--- src/rtl/hs_pkg.sv ---
// Shared definitions for the high-score uploader.
package hs_pkg;

    localparam logic [7:0]  HS_INDEX_DEFAULT = 8'd4;
    localparam int unsigned HS_LAT_W         = 2;

    typedef enum logic [2:0] {
        ST_IDLE    = 3'd0,
        ST_HALT    = 3'd1,
        ST_ARM     = 3'd2,
        ST_WAIT_UP = 3'd3,
        ST_SERVE   = 3'd4,
        ST_FETCH   = 3'd5,
        ST_DONE    = 3'd6
    } hs_state_e;

endpackage

--- src/rtl/hs_timeout.sv ---
// Upload-start watchdog: counts enabled cycles, flags once the counter reaches all-ones.
module hs_timeout #(
    parameter int unsigned TIMEOUT_W = 24
) (
    input  logic clk_sys,
    input  logic reset_n,
    input  logic clear,
    input  logic enable,
    output logic expire
);

    localparam logic [TIMEOUT_W-1:0] CNT_LAST = {TIMEOUT_W{1'b1}};

    logic [TIMEOUT_W-1:0] cnt;

    // Count while enabled; hold once expired so the flag cannot wrap away.
    always_ff @(posedge clk_sys) begin
        if (!reset_n || clear) begin
            cnt    <= '0;
            expire <= 1'b0;
        end else if (enable && !expire) begin
            cnt    <= cnt + TIMEOUT_W'(1);
            expire <= (cnt == CNT_LAST - TIMEOUT_W'(1));
        end
    end

endmodule

--- src/rtl/hs_uploader.sv ---
// Halts the core, asks the HPS for an upload and serves game-RAM bytes over ioctl.
module hs_uploader
    import hs_pkg::*;
#(
    parameter logic [7:0]  INDEX     = HS_INDEX_DEFAULT,
    parameter int unsigned ADDR_W    = 11,
    parameter int unsigned LENGTH    = 2048,
    parameter int unsigned RAM_LAT   = 1,
    parameter int unsigned TIMEOUT_W = 24
) (
    input  logic              clk_sys,
    input  logic              reset_n,
    input  logic              save_req,
    input  logic              paused,
    input  logic              ioctl_upload,
    input  logic              ioctl_rd,
    input  logic [24:0]       ioctl_addr,
    input  logic [7:0]        ioctl_index,
    input  logic [7:0]        ram_data,
    output logic [7:0]        ioctl_din,
    output logic              upload_req,
    output logic              pause_req,
    output logic [ADDR_W-1:0] ram_addr,
    output logic              ram_rd,
    output logic              busy,
    output logic              abort
);

    localparam int unsigned          IOCTL_AW  = 25;
    localparam logic [IOCTL_AW-1:0]  LEN_LIMIT = IOCTL_AW'(LENGTH);
    localparam logic [HS_LAT_W-1:0]  LAT_LAST  = HS_LAT_W'(RAM_LAT);

    hs_state_e             state, nxt_state;
    logic                  save_q;
    logic                  pending, nxt_pending;
    logic [HS_LAT_W-1:0]   lat_cnt, nxt_lat;
    logic                  oor_q, nxt_oor;
    logic [7:0]            nxt_din;
    logic                  nxt_upload_req, nxt_pause_req;
    logic [ADDR_W-1:0]     nxt_ram_addr;
    logic                  nxt_ram_rd, nxt_busy, nxt_abort;

    logic                  save_rise;
    logic                  rd_hit;
    logic                  in_range;
    logic                  tmo_clear, tmo_enable, tmo_expire;

    assign save_rise  = save_req & ~save_q;
    assign rd_hit     = ioctl_rd && (ioctl_index == INDEX);
    assign in_range   = ioctl_addr < LEN_LIMIT;
    assign tmo_enable = (state == ST_WAIT_UP);
    assign tmo_clear  = (state != ST_WAIT_UP);

    // Watchdog on the wait for the HPS to open the upload window.
    hs_timeout #(
        .TIMEOUT_W (TIMEOUT_W)
    ) u_timeout (
        .clk_sys (clk_sys),
        .reset_n (reset_n),
        .clear   (tmo_clear),
        .enable  (tmo_enable),
        .expire  (tmo_expire)
    );

    // State and registered outputs; reset forces everything idle and quiet.
    always_ff @(posedge clk_sys) begin
        if (!reset_n) begin
            state      <= ST_IDLE;
            save_q     <= 1'b0;
            pending    <= 1'b0;
            lat_cnt    <= '0;
            oor_q      <= 1'b0;
            ioctl_din  <= 8'h00;
            upload_req <= 1'b0;
            pause_req  <= 1'b0;
            ram_addr   <= '0;
            ram_rd     <= 1'b0;
            busy       <= 1'b0;
            abort      <= 1'b0;
        end else begin
            state      <= nxt_state;
            save_q     <= save_req;
            pending    <= nxt_pending;
            lat_cnt    <= nxt_lat;
            oor_q      <= nxt_oor;
            ioctl_din  <= nxt_din;
            upload_req <= nxt_upload_req;
            pause_req  <= nxt_pause_req;
            ram_addr   <= nxt_ram_addr;
            ram_rd     <= nxt_ram_rd;
            busy       <= nxt_busy;
            abort      <= nxt_abort;
        end
    end

    // Next-state and next-output logic.
    always_comb begin
        nxt_state      = state;
        nxt_pending    = pending;
        nxt_lat        = lat_cnt;
        nxt_oor        = oor_q;
        nxt_din        = ioctl_din;
        nxt_upload_req = 1'b0;
        nxt_ram_addr   = ram_addr;
        nxt_ram_rd     = ram_rd;
        nxt_abort      = 1'b0;

        case (state)
            ST_IDLE: begin
                if (save_rise || pending) nxt_state = ST_HALT;
            end
            ST_HALT: begin
                if (paused) nxt_state = ST_ARM;
            end
            ST_ARM: begin
                nxt_upload_req = 1'b1;
                nxt_state      = ST_WAIT_UP;
            end
            ST_WAIT_UP: begin
                if (ioctl_upload && (ioctl_index == INDEX)) begin
                    nxt_state = ST_SERVE;
                end else if (tmo_expire) begin
                    nxt_state = ST_IDLE;
                    nxt_abort = 1'b1;
                end
            end
            ST_SERVE: begin
                if (!ioctl_upload) begin
                    nxt_state = ST_DONE;
                end else if (rd_hit) begin
                    // Out-of-range reads take one FETCH cycle without touching RAM.
                    nxt_state = ST_FETCH;
                    nxt_lat   = '0;
                    nxt_oor   = !in_range;
                    if (in_range) begin
                        nxt_ram_addr = ioctl_addr[ADDR_W-1:0];
                        nxt_ram_rd   = 1'b1;
                    end
                end
            end
            ST_FETCH: begin
                if (!ioctl_upload) begin
                    nxt_state  = ST_DONE;
                    nxt_ram_rd = 1'b0;
                end else if (oor_q) begin
                    nxt_din   = 8'h00;
                    nxt_state = ST_SERVE;
                end else if (lat_cnt == LAT_LAST) begin
                    nxt_din    = ram_data;
                    nxt_ram_rd = 1'b0;
                    nxt_state  = ST_SERVE;
                end else begin
                    nxt_lat = lat_cnt + HS_LAT_W'(1);
                end
            end
            ST_DONE: begin
                nxt_state = ST_IDLE;
            end
            default: begin
                nxt_state = ST_IDLE;
            end
        endcase

        // One request may queue while busy; it is consumed when HALT is entered.
        if ((state == ST_IDLE) && (nxt_state == ST_HALT)) begin
            nxt_pending = 1'b0;
        end else if (save_rise && (state != ST_IDLE)) begin
            nxt_pending = 1'b1;
        end

        nxt_pause_req = (nxt_state inside {ST_HALT, ST_ARM, ST_WAIT_UP, ST_SERVE, ST_FETCH});
        nxt_busy      = (nxt_state != ST_IDLE);
    end

endmodule

--- config.mk ---
export PLATFORM = sky130hd
export DESIGN_NAME = hs_uploader
export DESIGN_NICKNAME = d
export VERILOG_FILES = /design/src/rtl/hs_pkg.sv /design/src/rtl/hs_timeout.sv /design/src/rtl/hs_uploader.sv
export SDC_FILE = /design/constraint.sdc
export NUM_CORES = 1
export LEC_CHECK = 0
export ABC_AREA = 0
export CORE_MARGIN = 2
export CORE_UTILIZATION = 25
export CTS_CLUSTER_SIZE = 12
export DETAILED_ROUTE_END_ITERATION = 10
export GPL_ROUTABILITY_DRIVEN = 0
export PLACE_DENSITY = 0.55
export SYNTH_ARGS = -nofsm -noshare
export SYNTH_HDL_FRONTEND = slang
export SYNTH_SLANG_ARGS = --single-unit
--- constraint.sdc ---
create_clock -name clk_sys -period 5.15 [get_ports clk_sys]
set_input_delay 1.03 -clock clk_sys [delete_from_list [all_inputs] [get_ports clk_sys]]
set_output_delay 1.03 -clock clk_sys [all_outputs]
set_load 0.05 [all_outputs]
# --- Yosys cells after proc, flatten, opt, wreduce, memory -nomap -nowiden ---
# Cells that the tools add are included.
word_totals:
  regBits: 57
  input_bits: 47
  wordCells: 93
op_classes:
  n_addsub: 2
  n_lt_le_gt_ge: 1
  eq_ne: 22
  mux: 27
  n_bitwise: 4
  n_reduce_logical: 23
op_table:
  columns: ["operator", "n"]
  rows:
  - ["two-way mux 3 bit", 9]
  - ["less-than comparator 25 x 12 -> 1 bit (second input constant)", 1]
  - ["adder 24 x 1 -> 24 bit (second input constant)", 1]
  - ["== test 24 bit (second input constant)", 1]
  - ["case mux 3 bit (6 select lines)", 1]
  - ["two-way mux 8 bit", 2]
  - ["== test 3 x 2 -> 1 bit (second input constant)", 4]
  - ["== test 3 bit (second input constant)", 4]
  - ["!= test 2 bit (second input constant)", 6]
  - ["AND reduction 6 bit", 2]
  - ["two-way mux 2 bit", 5]
  - ["== test 8 x 3 -> 1 bit (second input constant)", 1]
  - ["two-way mux 1 bit", 8]
  - ["== test 3 x 1 -> 1 bit (second input constant)", 2]
  - ["!= test 3 bit (second input constant)", 2]
  - ["AND reduction 3 bit", 2]
  - ["nonzero test 3 bit", 2]
  - ["logical AND 1 bit", 5]
  - ["nonzero test 5 bit", 1]
  - ["case mux 2 bit (2 select lines)", 1]
  - ["AND reduction 4 bit", 1]
  - ["nonzero test 2 bit", 2]
  - ["logical NOT 1 bit", 3]
  - ["logical NOT 3 bit", 1]
  - ["other kinds (9)", 12]

# --- Longest topological paths before layout ---
logic_depth:
  depth_word: 8
  mapped_depth: 7

# --- Hierarchy ---
# A second synthesis with hierarchy kept.
hier_totals:
  hier_cells: 287
  area_unflattened_um2: 2601.2
by_module_without_submodules:
  columns: ["mod", "instances", "cells_each", "area_each_um2", "seq_area_each_um2"]
  rows:
  - ["hs_uploader", 1, 154, 1397.6, 640.6]
  - ["hs_timeout", 1, 133, 1203.7, 500.5]

# --- Worst setup path after synthesis ---
# Ideal clock, no wire load.
synth_timing:
  path_kind: "input to register"
  start: "input ioctl_index[1]"
  end: "register ram_addr[3]"
  setup_ns: 0.072
  t_arrival_ns: 2.401
  required_ns: 5.078
  path_slack_ns: 2.677
  cell_stages: 6
  n_path_buf: 2
  cell_sequence: "nor4b_1 -> and4_1 -> clkbuf_1 -> clkbuf_1 -> nand3_1 -> a21oi_1"
synth_between:
  elab_chain_cells: 3
synth_lines:
  columns: ["item", "line", "source"]
  rows:
  - ["from (decl)", "hs_uploader.sv:18", "input logic [7:0] ioctl_index,"]
  - ["== test 8 x 3 -> 1 bit", "hs_uploader.sv:49", "assign rd_hit = ioctl_rd && (ioctl_index == INDEX);"]
  - ["logical AND 1 bit", "hs_uploader.sv:49", null]
  - ["AND reduction 4 bit (no line)", null, null]
  - ["to (signal assigned)", "hs_uploader.sv:89", "ram_addr <= nxt_ram_addr;"]
  - ["to (decl)", "hs_uploader.sv:23", "output logic [ADDR_W-1:0] ram_addr,"]
# Every way passes these cells.
# A chain may end at the register's enable or synchronous reset.

# --- Final worst setup path ---
layout_timing:
  start: "input ioctl_index[1]"
  end: "register busy"
layout_between:
  elab_chain_cells: 6
layout_lines:
  columns: ["item", "line", "source"]
  rows:
  - ["== test 8 x 3 -> 1 bit *", "hs_uploader.sv:49, hs_uploader.sv:120", null]
  - ["logical AND 1 bit", "hs_uploader.sv:49", null]
  - ["two-way mux 3 bit", "hs_uploader.sv:130", "end else if (rd_hit) begin"]
  - ["two-way mux 3 bit", "hs_uploader.sv:128", "if (!ioctl_upload) begin"]
  - ["case mux 3 bit (6 select lines) *", "hs_uploader.sv:108", "case (state)"]
  - ["nonzero test 3 bit *", "hs_uploader.sv:172", "nxt_busy = (nxt_state != ST_IDLE);"]
  - ["to (signal assigned)", "hs_uploader.sv:91", "busy <= nxt_busy;"]
  - ["to (decl)", "hs_uploader.sv:25", "output logic busy,"]
# Every way passes the cells marked *; elsewhere a longest branch is shown, timed or not.

==> metrics.log <==
[metrics] sum of buffers and inverters on the critical path: 1
[metrics] category of the worst setup path capture point: flop
[metrics] power per cell area: 296 nW/um^2
[metrics] worst hold slack: 0.471 ns
[metrics] clk sink count: 57
[metrics] number of global-route vias before repair: 2323
[metrics] switching fraction of total power: 25.4%
[metrics] count of final setup violators: 0
[metrics] cell-by-cell trace of the critical path: clkdlybuf4s50_1, nor4b_1, nand4_1, and3_1, a31oi_1
[metrics] maximum achievable frequency: 348 MHz
[metrics] sequential cell area fraction in the yosys report: 45.6%
[metrics] dpl hpwl: 4700 microns
[metrics] number of hold-repair buffers added at the cts stage: 0
[metrics] reported leakage power: 1.17 nW
[metrics] Synth async-reset ratio: 0%
[metrics] worst hold path startpoint: lat_cnt[1]
[metrics] worst r2r src: state[1]
[metrics] leading register cell type out of synthesis: dfxtp_1
[metrics] first-pass GRT wire length: 11100 microns
[metrics] Internal Dissipation: 0.778 mW
[metrics] number of buffers added by the clock tree synthesis step: 9
[metrics] Avg Vias per Cell: 4.96
[metrics] Chip Height: 104 microns
[metrics] via count: 2428
[metrics] initial core utilization: 25.7%
[metrics] share of final-layout standard cells stronger than drive strength 1: 6.16%
[metrics] number of detailed-route iterations in the first pass: 4
[metrics] post-CTS sizing: 0
[metrics] kind of cell adding the most delay to the critical path: simple AND/OR/NAND/NOR gates
[metrics] initial detailed-routing violation count: 103
[metrics] total net switching power: 0.264 mW
[metrics] area of the core: 9730 sq um
[metrics] Site Rows: 36
[metrics] status: complete, no violations
[metrics] CP Data Arrival Time: 3.12 ns
[metrics] Final Max Tran Viols: 0
[metrics] number of instances in the synthesized netlist: 285
[metrics] Area growth syn-to-layout: 40.6%
[metrics] start point of the critical path: ioctl_index[1]
[metrics] final routed wire length divided by cell count: 13.6 microns
[metrics] pin count of the biggest net entering global routing: 28
[metrics] share of power burned in combinational logic: 10.5%
[metrics] root buffer selected by CTS: clkbuf_8
[metrics] count of state elements after synthesis: 57
[metrics] final wirelength: 6670 microns
[metrics] Worst Hold Depth: 2
[metrics] post-synthesis area per instance: 8.78 sq um
[metrics] number of DRC violations after detailed routing: 0
[metrics] Antenna Violating Nets Remaining: 0
[metrics] Post-synth EDFFs: 0
[metrics] synth unique cells: 43
[metrics] time the final worst path needs with I/O delays and setup: 2.87 ns
[metrics] Buffers on Ports: 70
[metrics] Crit Path Category: in -> reg
[metrics] CTS tree: built
[metrics] worst-case register-to-register setup slack: 2.89 ns
[metrics] maximum vdd ir drop: 0.118 mV
[metrics] insertion delay of the later-clocked pin in the worst-skew pair: 0.34 ns
[metrics] global routing usage summed across all routing layers: 12.6%
[metrics] setup repair after global routing missed its margin: false
[metrics] maxcap violations: 0
[metrics] total global routing overflow: 0
[metrics] relative contribution of the clock network to total power: 44.8%
[metrics] maximum number of buffers from clock root to sink: 2
[metrics] Net Count, Synth: 335
[metrics] die outline area: 10800 sq um
[metrics] hold endpoint: lat_cnt[1]
[metrics] sum of negative setup slack: 0 ns
[metrics] number of antenna violations at the first check in global routing: 0
[metrics] cell with the biggest individual delay on the critical path: nand4_1
[metrics] final-stage net count: 402
[metrics] die width: 104 microns
[metrics] Levels on crit path: 5
[metrics] worst slew slack as a fraction of its limit: 37.3%
[metrics] Fin Clk Skew: 0.00984 ns
[metrics] sequential cell fraction of total power: 44.6%
[metrics] worst reg2reg endpoint: u_timeout.cnt[15]
[metrics] worst reg-to-reg path cell count: 4
[metrics] delay of the slowest cell on the worst path: 0.58 ns
[metrics] class of the tightest hold or removal check: reg -> reg
[metrics] H-tree Lvls: 3
[metrics] netlist area before placement: 2500 sq um
[metrics] Slew @ Worst Pin: 0.939 ns
[metrics] I/O pins: 71
[metrics] crit-path max FO: 14
[metrics] required time at the worst-slack endpoint: 5.40 ns
[metrics] share of the cycle needed by the critical path after routing: 55.8%
[metrics] element type at the critical path start: input pin
[metrics] number of antenna repair diodes: 0
[metrics] count of warnings emitted by yosys: 0
[metrics] post-CTS setup buffers: 0
[metrics] Final Hold Violating Endpoints: 0
[metrics] clock transition at the registers of the reported paths: 0.07 ns
layer usage:
metal,GRT usage (%),wire length (microns),up-vias
met1,14.8,2910,1143
met3,4.14,416,9
met4,5.50,120,0
met5,0,0,-
met2,20.9,3220,77
li1,-,-,1199
stage by stage:
stage | setup slack (ns) | cell area [sq um] | instances | util (%) | power (mW)
floorplan | 2.68 | 2500 | 285 | - | 0.526
global placement | 1.94 | 3300 | 474 | 33.9 | 0.583
detailed placement | 1.89 | 3300 | 474 | 33.9 | 0.584
CTS | 2.26 | 3520 | 490 | 36.2 | 1.05
global route | 1.98 | 3520 | 490 | 36.2 | 1.08
finish | 2.28 | 3520 | 490 | 36.2 | 1.04
Yosys cell counts (3+ instances only):
library cell / instances / area (sq um)
ha_1: 3 / 37.5
nor3_1: 3 / 15.0
nor2_1: 25 / 93.8
and4_1: 7 / 61.3
inv_1: 6 / 22.5
a21oi_1: 30 / 150
or3_1: 6 / 37.5
o31ai_1: 7 / 52.6
or4_1: 9 / 67.6
a31oi_1: 3 / 18.8
nand4_1: 10 / 62.6
clkbuf_1: 11 / 41.3
dfxtp_1: 57 / 1140
o21ai_0: 20 / 100
nand2_1: 12 / 45.0
xnor2_1: 4 / 35.0
nor2b_1: 3 / 18.8
nor4_1: 6 / 37.5
xor2_1: 5 / 43.8
and3_1: 4 / 25.0
nand3_1: 21 / 105
a22oi_1: 8 / 60.1
registers in the layout, indices dropped and copies added (netlist names):
register and cells:
ram_addr 11, busy 1, u_timeout.cnt 24, pending 1
ram_rd 1, ioctl_din 8, pause_req 1, state 3
lat_cnt 2, save_q 1, oor_q 1, u_timeout.expire 1
upload_req 1, abort 1
cells by family after synthesis:
logic type	after synthesis	share of synthesized area [%]
AOI/OAI and AO/OA	76	17.7
muxes	1	0.400
xor gates and xnor gates	9	3.15
adders and majority gates	3	1.50
DFF	57	45.6
buffers and inverters	21	3.80
and+or+nand+nor	118	27.8
cell usage in the layout (no fill, tap or decap), types with 8 or more instances in the layout:
master	n
nand3_1	21
a21oi_1	30
nand4_1	10
clkdlybuf4s50_1	70
or4_1	9
clkbuf_8	9
a22oi_1	8
nand2_1	12
dfxtp_1	57
o21ai_0	20
nor2_1	25
worst max path at each step:
stage / endpoint
2_1_floorplan: ram_addr[3]
3_3_place_gp: u_timeout.cnt[13]
3_5_place_dp: busy
4_1_cts: busy
5_1_grt: busy
6_report: busy
worst register-to-register path: stages, from the launching register on:
cell     delay (ns)
dfxtp_1        0.48
nor2b_1        0.23
nand3_1        0.67
or4_1          0.76
nand2_1        0.08
power groups by stage:
| stage | Combinational, mW | Clock (mW) | Sequential, mW |
|---|---|---|---|
| 3_3_place_gp | 0.108 | 0 | 0.475 |
| 3_5_place_dp | 0.110 | 0 | 0.474 |
| 2_1_floorplan | 0.0408 | 0 | 0.485 |
| 6_report | 0.110 | 0.467 | 0.465 |
| 4_1_cts | 0.110 | 0.479 | 0.465 |
| 5_1_grt | 0.120 | 0.498 | 0.466 |
area by class of cell:
type | count | area [sq um]
clock buffers | 9 | 124
multi-input cells | 207 | 1270
fillers | 1014 | 6210
inverters | 7 | 26.3
flip-flops and latches | 57 | 1140
well taps | 133 | 166
repair buffers | 70 | 701
clock inverters | 7 | 95.1
Power figures use the tool's default switching activity.
